--- src/rtl/fwd_pkg.sv ---
`default_nettype none
// ============================================================================
//  Module   : fwd_pkg
//  Purpose  : Shared types and constants for the forwarding / hazard unit.
//             The table entry carries fixed maximum-width address and latency
//             fields. Instantiations with narrower parameters zero-extend
//             their values into these fields, so comparisons stay exact.
//  Revision : 1.0 - initial release
// ============================================================================
package fwd_pkg;

  // Upper bounds for REG_AW and LAT_W accepted by fwd_hazard_unit
  localparam int FWD_AW_MAX    = 8;
  localparam int FWD_LAT_MAX_W = 4;

  // Forward select encodings (stage j result register = j)
  localparam int SEL_RF    = 0;
  localparam int SEL_EXMEM = 1;
  localparam int SEL_MEMWB = 2;

  // Result latencies: stages after EX until the value is forwardable
  localparam int LAT_ALU  = 1;
  localparam int LAT_LOAD = 2;

  typedef struct packed {
    logic                     v;
    logic [FWD_AW_MAX-1:0]    addr;
    logic [FWD_LAT_MAX_W-1:0] rem;
  } fwd_entry_t;

  // Remaining-latency countdown, saturating at zero
  function automatic logic [FWD_LAT_MAX_W-1:0] rem_dec(
    input logic [FWD_LAT_MAX_W-1:0] rem
  );
    return (rem == '0) ? '0 : rem - FWD_LAT_MAX_W'(1);
  endfunction

endpackage
`default_nettype wire

--- src/rtl/fwd_hazard_unit_port_match.sv ---
`default_nettype none
// ============================================================================
//  Module   : fwd_port_match
//  Purpose  : Priority search of the in-flight write table for one read port.
//             The youngest matching writer (smallest index) decides the
//             outcome: forward from its stage, use the register file, or
//             flag a hazard because its result is not ready yet.
//  Ports    : i_req    - port reads a register in a valid ID instruction
//             i_addr   - zero-extended source register address
//             i_tbl    - write table, index 0 = EX
//             o_sel    - next forward select (0 = register file)
//             o_hazard - result not ready, ID must stall
//  Revision : 1.0 - initial release
// ============================================================================
module fwd_port_match
  import fwd_pkg::*;
#(
  parameter int DEPTH = 3,
  parameter int SEL_W = $clog2(DEPTH)
) (
  input  logic                  i_req,
  input  logic [FWD_AW_MAX-1:0] i_addr,
  input  fwd_entry_t            i_tbl [DEPTH],
  output logic [SEL_W-1:0]      o_sel,
  output logic                  o_hazard
);

  logic w_found;

  always_comb begin
    o_sel    = '0;
    o_hazard = 1'b0;
    w_found  = 1'b0;
    // Register 0 is hard-wired, so it is never forwarded or waited on
    if (i_req && (i_addr != '0)) begin
      for (int k = 0; k < DEPTH; k++) begin
        if (!w_found && i_tbl[k].v && (i_tbl[k].addr == i_addr)) begin
          w_found = 1'b1;
          // The last stage commits this cycle; the write-through register
          // file already returns its value, so no forward is needed.
          if (k != DEPTH - 1) begin
            if (i_tbl[k].rem <= FWD_LAT_MAX_W'(1)) begin
              o_sel = SEL_W'(k + 1);
            end else begin
              o_hazard = 1'b1;
            end
          end
        end
      end
    end
  end

endmodule
`default_nettype wire

--- src/rtl/fwd_hazard_unit.sv ---
`default_nettype none
// ============================================================================
//  Module   : fwd_hazard_unit
//  Purpose  : Forwarding and load-use hazard unit for a DEPTH-stage pipeline
//             tail (EX .. WB) with NUM_RD read ports per instruction and a
//             per-instruction result latency.
//  Ports    : clk, rst        - clock, synchronous active-high reset
//             id_valid        - valid instruction in ID
//             id_rd_addr      - source addresses, port i at [i*REG_AW +: REG_AW]
//             id_rd_used      - port i really reads a register
//             id_wr_en/addr   - destination write of the ID instruction
//             id_wr_lat       - result latency after EX (0 treated as 1)
//             flush           - kill the ID instruction
//             stall           - combinational: hold IF/ID, bubble into EX
//             ex_valid        - registered: EX instruction is real
//             ex_fwd_sel      - registered per-port forward selects
//  Options  : FWD_HAZARD_PERF_EN adds perf_stall_cnt and perf_fwd_cnt
//             (32-bit wrapping counters of stall cycles and active forwards)
//  Revision : 1.0 - initial release
// ============================================================================
module fwd_hazard_unit
  import fwd_pkg::*;
#(
  parameter int REG_AW = 5,
  parameter int NUM_RD = 2,
  parameter int DEPTH  = 3,
  parameter int LAT_W  = 2,
  parameter int SEL_W  = $clog2(DEPTH)
) (
  input  logic                     clk,
  input  logic                     rst,
  input  logic                     id_valid,
  input  logic [NUM_RD*REG_AW-1:0] id_rd_addr,
  input  logic [NUM_RD-1:0]        id_rd_used,
  input  logic                     id_wr_en,
  input  logic [REG_AW-1:0]        id_wr_addr,
  input  logic [LAT_W-1:0]         id_wr_lat,
  input  logic                     flush,
  output logic                     stall,
  output logic                     ex_valid,
  output logic [NUM_RD*SEL_W-1:0]  ex_fwd_sel
`ifdef FWD_HAZARD_PERF_EN
  ,
  output logic [31:0]              perf_stall_cnt,
  output logic [31:0]              perf_fwd_cnt
`endif
);

  fwd_entry_t               r_tbl [DEPTH];
  fwd_entry_t               w_new;
  logic [FWD_AW_MAX-1:0]    w_rd_addr [NUM_RD];
  logic [SEL_W-1:0]         w_sel     [NUM_RD];
  logic [NUM_RD-1:0]        w_hazard;
  logic [NUM_RD*SEL_W-1:0]  w_sel_flat;
  logic                     w_ex_valid_nxt;

  // Zero-extend each source address into the table's address width
  always_comb begin
    for (int i = 0; i < NUM_RD; i++) begin
      w_rd_addr[i]             = '0;
      w_rd_addr[i][REG_AW-1:0] = id_rd_addr[i*REG_AW +: REG_AW];
    end
  end

  genvar gi;
  generate
    for (gi = 0; gi < NUM_RD; gi++) begin : g_port
      fwd_port_match #(
        .DEPTH (DEPTH),
        .SEL_W (SEL_W)
      ) u_match (
        .i_req    (id_valid & id_rd_used[gi]),
        .i_addr   (w_rd_addr[gi]),
        .i_tbl    (r_tbl),
        .o_sel    (w_sel[gi]),
        .o_hazard (w_hazard[gi])
      );
    end
  endgenerate

  always_comb begin
    for (int i = 0; i < NUM_RD; i++) begin
      w_sel_flat[i*SEL_W +: SEL_W] = w_sel[i];
    end
  end

  // A flushed instruction never waits, it is discarded anyway
  assign stall          = (|w_hazard) & ~flush;
  assign w_ex_valid_nxt = id_valid & ~stall & ~flush;

  // New EX entry; a latency of 0 is promoted to 1
  always_comb begin
    w_new                  = '0;
    w_new.v                = w_ex_valid_nxt & id_wr_en;
    w_new.addr[REG_AW-1:0] = id_wr_addr;
    w_new.rem[LAT_W-1:0]   = id_wr_lat;
    if (w_new.rem == '0) begin
      w_new.rem = FWD_LAT_MAX_W'(1);
    end
  end

  always_ff @(posedge clk) begin
    if (rst) begin
      for (int k = 0; k < DEPTH; k++) begin
        r_tbl[k] <= '0;
      end
      ex_valid   <= 1'b0;
      ex_fwd_sel <= '0;
    end else begin
      r_tbl[0] <= w_new;
      for (int k = 1; k < DEPTH; k++) begin
        r_tbl[k].v    <= r_tbl[k-1].v;
        r_tbl[k].addr <= r_tbl[k-1].addr;
        r_tbl[k].rem  <= rem_dec(r_tbl[k-1].rem);
      end
      ex_valid   <= w_ex_valid_nxt;
      ex_fwd_sel <= w_ex_valid_nxt ? w_sel_flat : '0;
    end
  end

`ifdef FWD_HAZARD_PERF_EN
  logic [31:0] w_fwd_nz;

  always_comb begin
    w_fwd_nz = '0;
    for (int i = 0; i < NUM_RD; i++) begin
      if (ex_fwd_sel[i*SEL_W +: SEL_W] != '0) begin
        w_fwd_nz = w_fwd_nz + 32'd1;
      end
    end
  end

  always_ff @(posedge clk) begin
    if (rst) begin
      perf_stall_cnt <= '0;
      perf_fwd_cnt   <= '0;
    end else begin
      perf_stall_cnt <= perf_stall_cnt + {31'd0, stall};
      perf_fwd_cnt   <= perf_fwd_cnt + w_fwd_nz;
    end
  end
`endif

endmodule
`default_nettype wire

--- config.mk ---
export PLATFORM = sky130hd
export DESIGN_NAME = fwd_hazard_unit
export DESIGN_NICKNAME = d
export VERILOG_FILES = /design/src/rtl/fwd_pkg.sv /design/src/rtl/fwd_hazard_unit_port_match.sv /design/src/rtl/fwd_hazard_unit.sv
export SDC_FILE = /design/constraint.sdc
export NUM_CORES = 1
export LEC_CHECK = 0
export BUFFER_PORTS_ARGS = -buffer_cell sky130_fd_sc_hd__buf_2
export CORE_MARGIN = 3
export CORE_UTILIZATION = 40
export DETAILED_ROUTE_END_ITERATION = 10
export HOLD_SLACK_MARGIN = 0.15
export RECOVER_POWER = 50
export SYNTH_ARGS = -nofsm -noshare
export SYNTH_HDL_FRONTEND = slang
export SYNTH_HIERARCHICAL = 1
export SYNTH_SLANG_ARGS = --single-unit
--- constraint.sdc ---
create_clock -name clk -period 2.1 [get_ports clk]
set_clock_uncertainty 0.15 [all_clocks]
set_input_delay 0.42 -clock clk [delete_from_list [all_inputs] [get_ports clk]]
set_output_delay 0.42 -clock clk [all_outputs]
set_load 0.02 [all_outputs]
==> results of run 1 <==
-- sequential cells by signal, summed over array words and instances (netlist names) --
register	flops
r_tbl	16
ex_valid	1
ex_fwd_sel	4
-- path summary, 6_finish.rpt --
check | from | to | depth (start not counted)
worst min register to register | r_tbl[30] | r_tbl[17] | 1
worst max-delay path | r_tbl[30] | stall | 8
worst min-delay path | id_wr_addr[3] | r_tbl[33] | 2
worst max register to register | r_tbl[30] | ex_fwd_sel[2] | 9
-- cell usage in the layout (no fill, tap or decap), types with 2 or more instances in the layout --
| master | count |
|---|---|
| a21oi_2 | 2 |
| and2_0 | 2 |
| and2_1 | 2 |
| buf_2 | 27 |
| buf_4 | 17 |
| clkbuf_4 | 3 |
| conb_1 | 35 |
| dfxtp_1 | 17 |
| dfxtp_2 | 3 |
| inv_1 | 7 |
| nand2b_4 | 2 |
| nand3_1 | 2 |
| nand4_1 | 6 |
| nor2b_1 | 12 |
| nor3_1 | 8 |
| nor4_2 | 6 |
| o21ai_4 | 2 |
| or3_1 | 4 |
| or4_4 | 4 |
| xnor2_1 | 12 |
| xor2_1 | 20 |
-- what timing repair did --
action | in CTS | in global routing
setup buffers | 1 | 1
setup endpoints to repair | 3 | 7
pin swaps | 6 | 1
hold endpoints to repair | 1 | 0
hold buffers | 1 | 0
resized for setup | 5 | 4
-- layout make-up --
cell class,instances,share of cell area (%)
Multi-Input combinational cell,127,53.2
Sequential cell,21,24.8
Timing Repair Buffer,47,16.7
Tap cell,31,2.25
Inverter,7,1.52
Clock buffer,3,1.31
Clock inverter,1,0.290
-- power by group through the flow --
stage / clock network [mW] / registers [mW] / logic [mW]
after floorplan: 0 / 0.433 / 0.0969
after global placement: 0 / 0.435 / 0.150
after detailed placement: 0 / 0.436 / 0.152
after CTS: 0.206 / 0.426 / 0.155
after global routing: 0.228 / 0.430 / 0.176
final: 0.201 / 0.427 / 0.157
-- routing by layer --
layer  vias to the layer above  track usage (%)  wire length [microns]
met5                         -                0                      0
met2                        23             25.3                   1240
li1                        547                -                      -
met1                       474             20.1                   1200
met4                         0             6.81                     42
met3                         5             3.40                    126
==> metrics.yaml, run 1 <==
placement:
  dp_slack_ps: -357
  portBuffers: 29
  dp.cells: 230
  post_dp_cell_area_sq_mm: 0.00165
  dp_hpwl_microns: 2140
  gp_congestion: 0.779
worst_setup_path:
  worst_path_max_delay_cell: "dfxtp_2"
  cp-end-kind: "output port"
  worst-setup-path-type: "reg -> out"
  crit_chain: "xor2_1 -> nor4_2 -> nand4_1 -> nand2b_4 -> a21oi_2 -> or2_1 -> nor2b_4 -> buf_6"
  crit_fanout: 3
  arrival_ps: 1950
  crit_buf_inv: 1
  critPathMaxStageDelay_ps: 360
  cp-start-kind: "flop"
  crit_family: "simple AND/OR/NAND/NOR gates"
  critPathRequiredTime_ps: 1530
  reg2reg_slack_ps: 20
power:
  ir_drop_mv: 0.277
  power.total_mw: 0.785
  pwr-share-clk_pct: 25.6
  power_density_mw_per_mm2: 455
  p_comb_share_pct: 20.0
  switching_share_pct: 28.1
  intPower_mw: 0.565
  switchingPower_mw: 0.221
  leakagePower_nw: 0.797
  seqPwrFrac_pct: 54.4
global_route:
  overflow: 0
  grtUsageTotal_pct: 15.7
  grt_pass1_wl_microns: 4220
  grt_pass1_vias: 981
  antenna_found_initial: 0
  grt_max_degree: 21
clock_network:
  cts_tree: "done"
  cts_sinks: 21
  clkTransAtPathRegs_ps: 120
  cts_buffer_depth: 2
  h-tree-depth: 1
  root_buffer: "clkbuf_4"
  clock_latency_ps: 310
  cts_buffers: 3
cells_and_area:
  multiInputGateArea_sq_um: 917
  fill_cells: 273
  fin_nets: 232
  stdcell_area_sq_mm: 0.00173
  fin_cells: 237
  seq_area_sq_um: 428
  num_antenna_cells: 0
  final_layout_size_suffix_gt1_share_pct: 35.0
  final_core_util_pct: 61.0
  area_growth_pct: 42.8
timing:
  period_needed_ps: 2520
  rsz0062_at_grt: "yes"
  finalSetupTns_ps: -421
  setup_violations: 1
  hold_slack_ps: 159
  report.final.slew_viol_count: 0
  fmax_mhz: 397
  finalHoldViolations: 0
  max_slew_margin_pct: 25.9
  worst_slack_ps: -421
  worst_pin_slew_ps: 1110
  period_share_pct: 120
floorplanning:
  chipWidth_microns: 61.0
  num_rows: 19
  initial_core_util_pct: 42.7
  die_area_sq_mm: 0.00372
  core_sq_mm: 0.00283
  boundaryPins: 30
  die_y_microns: 61.0
drt:
  vias_per_cell: 4.43
  wirelength_microns: 2610
  drc: 0
  postRouteAntennaNets: 0
  first_pass_iters: 3
  drtIter0Drc: 12
  vias: 1049
  wl_per_cell_microns: 11.0
status:
  status: "complete, but fails checks"
  failed_checks: "negative setup slack"
hold_path:
  hold_class: "in -> reg"
job:
  drv_cap: 0
synth:
  postSynthCellCount: 125
  synth_warnings: 6
  syn_area_sq_mm: 0.00121
  postSynthAreaPerCell_sq_um: 9.67
Power figures use the tool's default switching activity.
==> run 2, diff against run 1 <==
==> constraint.sdc (replaced) <==
create_clock -name clk -period 2.5 [get_ports clk]
set_clock_uncertainty 0.15 [all_clocks]
set_input_delay 0.5 -clock clk [delete_from_list [all_inputs] [get_ports clk]]
set_output_delay 0.5 -clock clk [all_outputs]
set_load 0.02 [all_outputs]
==> run 2 against run 1 <==
The flow still finishes with violations (negative setup slack). Wire length up 8.5%. Clock power down 17%. Via count shrank 2.3%. Final area fell by 5.2%. Non-clock buffer count down 7. Sequential power fell by 16%. Critical path type unchanged. Critical endpoint unchanged. Largest cell class unchanged. Highest routed layer unchanged.
==> metrics.yaml, run 2 (synthesis results as in run 1) <==
job:
  drv_cap: 0  # unchanged
drt:
  postRouteAntennaNets: 0  # unchanged
  vias: 1025  # was 1,049
  drc: 0  # unchanged
  wirelength_microns: 2830  # was 2610 microns
  wl_per_cell_microns: 12.3  # was 11.0 microns
  first_pass_iters: 4  # was 3
  drtIter0Drc: 37  # was 12
  vias_per_cell: 4.46  # was 4.43
global_route:
  grt_max_degree: 21  # unchanged
  grt_pass1_vias: 1038  # was 981
  overflow: 0  # unchanged
  antenna_found_initial: 0  # unchanged
  grtUsageTotal_pct: 16.5  # was 15.7%
  grt_pass1_wl_microns: 4370  # was 4220 microns
placement:
  dp_hpwl_microns: 2220  # was 2140 microns
  gp_congestion: 0.864  # was 0.779
  portBuffers: 29  # unchanged
cells_and_area:
  top_regs: "r_tbl (16), ex_fwd_sel (4), ex_valid (1)"  # unchanged
  final_core_util_pct: 57.8  # was 61.0%
  num_antenna_cells: 0  # unchanged
  final_cell_mix: "35 x conb_1, 27 x buf_2, 19 x dfxtp_1, 19 x xor2_1"  # was 35 x conb_1, 27 x buf_2, 20 x xor2_1
  area_growth_pct: 35.3  # was 42.8%
  final_common_cell: "conb_1"  # unchanged
  final_layout_size_suffix_gt1_share_pct: 30.2  # was 35.0%
  fin_nets: 225  # was 232
  regMostFlops: "r_tbl"  # unchanged
  largest_register_ffs: 16  # unchanged
worst_setup_path:
  cp-start-kind: "flop"  # unchanged
  arrival_ps: 1960  # was 1950 ps
  crit_fanout: 3  # unchanged
  cp-end-kind: "output port"  # unchanged
  worst-setup-path-type: "reg -> out"  # unchanged
  critPathRequiredTime_ps: 1850  # was 1530 ps
timing:
  setup_violations: 1  # unchanged
  report.final.slew_viol_count: 0  # unchanged
  worst_pin_slew_ps: 1030  # was 1110 ps
  fmax_mhz: 383
  finalSetupTns_ps: -109  # was -421 ps
  max_slew_margin_pct: 31.4  # was 25.9%
  worst_slack_ps: -109  # was -421 ps
  period_needed_ps: 2610
  period_share_pct: 104
  finalHoldViolations: 0  # unchanged
  rsz0062_at_grt: "yes"  # unchanged
floorplanning:
  boundaryPins: 30  # unchanged
  num_rows: 19  # unchanged
  chipWidth_microns: 61.0  # unchanged
  die_y_microns: 61.0  # unchanged
  initial_core_util_pct: 42.7  # unchanged
  die_area_sq_mm: 0.00372  # unchanged
  core_sq_mm: 0.00283  # unchanged
clock_network:
  cts_buffers: 3  # unchanged
  cts_sinks: 21  # unchanged
  h-tree-depth: 1  # unchanged
  cts_tree: "done"  # unchanged
  clock_latency_ps: 300  # was 310 ps
  cts_buffer_depth: 2  # unchanged
  root_buffer: "clkbuf_4"  # unchanged
  clkTransAtPathRegs_ps: 120  # about the same
status:
  failed_checks: "negative setup slack"  # unchanged
  status: "complete, but fails checks"  # unchanged
power:
  ir_drop_mv: 0.269  # was 0.277 mV
  leakagePower_nw: 0.753  # was 0.797 nW
  power_density_mw_per_mm2: 398  # was 455 mW/mm^2
hold_path:
  hold_class: "in -> reg"  # unchanged
## run 2: changes by cell type in the layout (fill, tap and decap cells not counted), sizes merged
cell / change
buf: -6
clkinv: -1
clkbuf: +1
dlygate4sd3: -1
## run 2: worst paths after layout
kind,start,endpoint,slack [ps],depth (start not counted)
hold / removal,id_wr_lat[1],r_tbl[26],220,2
hold reg to reg,r_tbl[38],r_tbl[25],370,1
setup / recovery,r_tbl[33],stall,-110,8
setup reg to reg,r_tbl[33],r_tbl[38],330,9
## run 2: timing repair
action,CTS,global route
pin swaps,10,0
hold endpoints to repair,0,0
setup endpoints to repair,1,1
buffers inserted,2,0
gates resized for setup,8,0
hold buffers,0,0
## run 2: layout make-up
| type | count | area, sq um |
|---|---|---|
| fill | 279 | 1190 |
| multi-input combinational | 127 | 886 |
| sequential | 21 | 425 |
| timing repair buffer | 40 | 233 |
| tap | 31 | 38.8 |
| clock buffer | 4 | 26.3 |
| inverter | 7 | 26.3 |
## run 2: critical path: stages (launching register included)
cell,delay [ps]
dfxtp_2,360
xor2_1,160
nor4_2,270
nand4_1,170
nand4_1,150
a21oi_2,60
or2_1,240
nor2b_4,130
buf_6,120
## run 2: layer usage
layer,up-vias,track usage [%],wire length [microns]
li1,533,-,-
met1,463,18.7,1220
met2,23,28.9,1440
met3,6,3.19,108
met4,0,9.29,65
met5,-,0,0
## run 2: stage by stage
stage          hold slack, ps  instance area, sq um  setup slack [ps]  std cells  power [mW]
2_1_floorplan             309                  1340              60.5        159       0.441
6_report                  216                  1640              -109        230       0.651
3_3_place_gp              355                  1570              -124        224       0.481
3_5_place_dp              356                  1570              -131        224       0.486
5_1_grt                   206                  1640              -184        230       0.692
4_1_cts                   200                  1640              -122        230       0.658
## run 2: where the power goes
part	switching (mW)	internal, mW
registers	0.0115	0.347
clock network	0.104	0.0622
logic	0.0663	0.0591
==> run 3, diff against run 2 <==
--- a/config.mk
+++ b/config.mk
@@ -6,11 +6,10 @@
 export NUM_CORES = 1
 export LEC_CHECK = 0
 export BUFFER_PORTS_ARGS = -buffer_cell sky130_fd_sc_hd__buf_2
-export CORE_MARGIN = 3
 export CORE_UTILIZATION = 40
 export DETAILED_ROUTE_END_ITERATION = 10
 export HOLD_SLACK_MARGIN = 0.15
-export RECOVER_POWER = 50
+export RECOVER_POWER = 25
 export SYNTH_ARGS = -nofsm -noshare
 export SYNTH_HDL_FRONTEND = slang
 export SYNTH_HIERARCHICAL = 1
==> run 3 against run 2 <==
The flow finishes with violations (design-rule violations, negative setup slack). Combinational power hardly changed. Final area is 7.1% higher. Cell count is 5.2% higher. Global-route usage is 0.78 points higher.
==> metrics.yaml, run 3 (synthesis results as in run 1) <==
power:
  pwr-share-clk_pct: 25.0  # was 25.6%
  leakagePower_nw: 0.809  # was 0.753 nW
  power.total_mw: 0.647  # was 0.651 mW
  ir_drop_mv: 0.274  # was 0.269 mV
  power_density_mw_per_mm2: 369  # was 398 mW/mm^2
  switchingPower_mw: 0.179  # was 0.182 mW
  p_comb_share_pct: 19.5  # was 19.3%
  seqPwrFrac_pct: 55.5  # was 55.1%
  switching_share_pct: 27.6  # was 28.0%
  intPower_mw: 0.468  # was 0.469 mW
job:
  drv_cap: 0  # unchanged
placement:
  portBuffers: 29  # unchanged
  gp_congestion: 0.800  # was 0.864
  dp_hpwl_microns: 1940  # was 2220 microns
  dp.cells: 226  # was 224
drt:
  drtIter0Drc: 27  # was 37
  vias: 1051  # was 1,025
  dr_wl_met3_microns: 110  # was 108 microns
  highest_layer: "met4"  # unchanged
  drt-met1-wl_microns: 1280  # was 1220 microns
  vias_per_cell: 4.34  # was 4.46
  drc: 4  # was 0
  wl_met2_microns: 1140  # was 1440 microns
  first_pass_iters: 7  # was 4
  postRouteAntennaNets: 0  # unchanged
  wirelength_microns: 2550  # was 2830 microns
  wl_per_cell_microns: 10.5  # was 12.3 microns
cells_and_area:
  seq_area_sq_um: 429  # was 425 sq um
  top_regs: "r_tbl (16), ex_fwd_sel (4), ex_valid (1)"  # unchanged
  largest_register_ffs: 16  # unchanged
  num_antenna_cells: 0  # unchanged
  multiInputGateArea_sq_um: 907  # was 886 sq um
  fill_cells: 250  # was 279
  final_common_cell: "conb_1"  # unchanged
  final_cell_mix: "35 x conb_1, 27 x buf_2, 23 x buf_4"  # was 35 x conb_1, 27 x buf_2, 19 x dfxtp_1, 19 x xor2_1
  fin_cells: 242  # was 230
  regMostFlops: "r_tbl"  # unchanged
  final_layout_size_suffix_gt1_share_pct: 37.9  # was 30.2%
  fin_nets: 237  # was 225
  area_growth_pct: 44.9  # was 35.3%
global_route:
  grt_max_degree: 21  # unchanged
  grtUsageTotal_pct: 17.3  # was 16.5%
  grt_pass1_wl_microns: 4370  # about the same
  grt_pass1_vias: 1026  # was 1,038
  antenna_found_initial: 0  # unchanged
  overflow: 0  # unchanged
floorplanning:
  chipWidth_microns: 57.0  # was 61.0 microns
  initial_core_util_pct: 43.1  # was 42.7%
  core_sq_mm: 0.00281  # was 0.00283 sq mm
  boundaryPins: 30  # unchanged
  num_rows: 19  # unchanged
  die_y_microns: 57.0  # was 61.0 microns
  die_area_sq_mm: 0.00325  # was 0.00372 sq mm
timing:
  report.final.slew_viol_count: 0  # unchanged
  period_needed_ps: 2560  # was 2610 ps
  finalHoldViolations: 0  # unchanged
  max_slew_margin_pct: 30.7  # was 31.4%
  period_share_pct: 102  # was 104%
  rsz0062_at_grt: "yes"  # unchanged
  hold_slack_ps: 222  # was 216 ps
  worst_pin_slew_ps: 1040  # was 1030 ps
  setup_violations: 1  # unchanged
  fmax_mhz: 391  # was 383 MHz
  worst_slack_ps: -55.8  # was -109 ps
clock_network:
  clkTransAtPathRegs_ps: 110  # was 120 ps
  cts_buffer_depth: 2  # unchanged
  root_buffer: "clkbuf_4"  # unchanged
  cts_tree: "done"  # unchanged
  cts_buffers: 3  # unchanged
  cts_sinks: 21  # unchanged
  h-tree-depth: 1  # unchanged
  clock_latency_ps: 300  # about the same
worst_setup_path:
  cp-start-kind: "input port"  # was flop
  cp-end-kind: "output port"  # unchanged
  arrival_ps: 1910  # was 1960 ps
  critPathRequiredTime_ps: 1850  # about the same
  crit_start: "id_rd_addr[3]"  # was r_tbl[33]
  crit_fanout: 3  # unchanged
  worst-setup-path-type: "in -> out"  # was reg -> out
  r2r_start: "r_tbl[30]"  # was r_tbl[33]
status:
  failed_checks: "design-rule violations, negative setup slack"  # was negative setup slack
  status: "complete, but fails checks"  # unchanged
hold_path:
  hold_class: "in -> reg"  # unchanged
  hp-start: "id_wr_lat[1]"  # unchanged
## run 3: cell types whose count changed in the layout (fill, tap and decap cells not counted), sizes merged
cell,change
clkinv,+1
buf,+12
clkbuf,-1
## run 3: through the flow
step | TNS [ps] | instance area, sq um | util [%] | setup slack (ps)
after floorplan | 0 | 1340 | - | 60.5
after global placement | -107 | 1580 | 56.3 | -107
after detailed placement | -94.2 | 1580 | 56.3 | -94.2
after CTS | -49.4 | 1740 | 62.0 | -49.4
after global routing | -463 | 1750 | 62.4 | -190
final | -55.8 | 1750 | 62.4 | -55.8
## run 3: path summary, 6_finish.rpt
check                        to  slack, ps  cells past startpoint
setup reg to reg  ex_fwd_sel[2]         30                     13
hold reg to reg       r_tbl[18]        350                      1
setup / recovery          stall        -60                      7
hold / removal        r_tbl[26]        220                      2
## run 3: final cells by class
type	count	share of cell area (%)
clock inverters	1	0.286
well taps	31	2.21
flip-flops and latches	21	24.5
inverters	7	1.50
multi-input cells	127	51.8
clock buffers	3	1.29
repair buffers	52	18.4
## run 3: critical path: stages
cell	delay, ps
buf_2	120
or4_1	560
o21ai_2	180
a21oi_2	40
or2_1	250
nor2b_4	130
buf_6	120
## run 3: power by group through the flow
| stage | clock network (mW) | logic [mW] | registers [mW] |
|---|---|---|---|
| 2_1_floorplan | 0 | 0.0775 | 0.363 |
| 3_3_place_gp | 0 | 0.116 | 0.366 |
| 3_5_place_dp | 0 | 0.118 | 0.366 |
| 4_1_cts | 0.171 | 0.122 | 0.359 |
| 5_1_grt | 0.184 | 0.142 | 0.360 |
| 6_report | 0.162 | 0.126 | 0.359 |
## run 3: repair_timing
| item | 4_1_cts | 5_1_grt |
|---|---|---|
| pin swaps | 11 | 5 |
| buffers inserted | 12 | 0 |
| hold buffers | 0 | 0 |
| gates resized for setup | 12 | 3 |
| endpoints found under the setup margin | 1 | 3 |
## run 3: layer usage
| metal | global-route usage (%) | vias up |
|---|---|---|
| met5 | 0 | - |
| met1 | 23.7 | 470 |
| met3 | 2.95 | 2 |
| met4 | 4.88 | 0 |
| met2 | 28.2 | 20 |
| li1 | - | 559 |
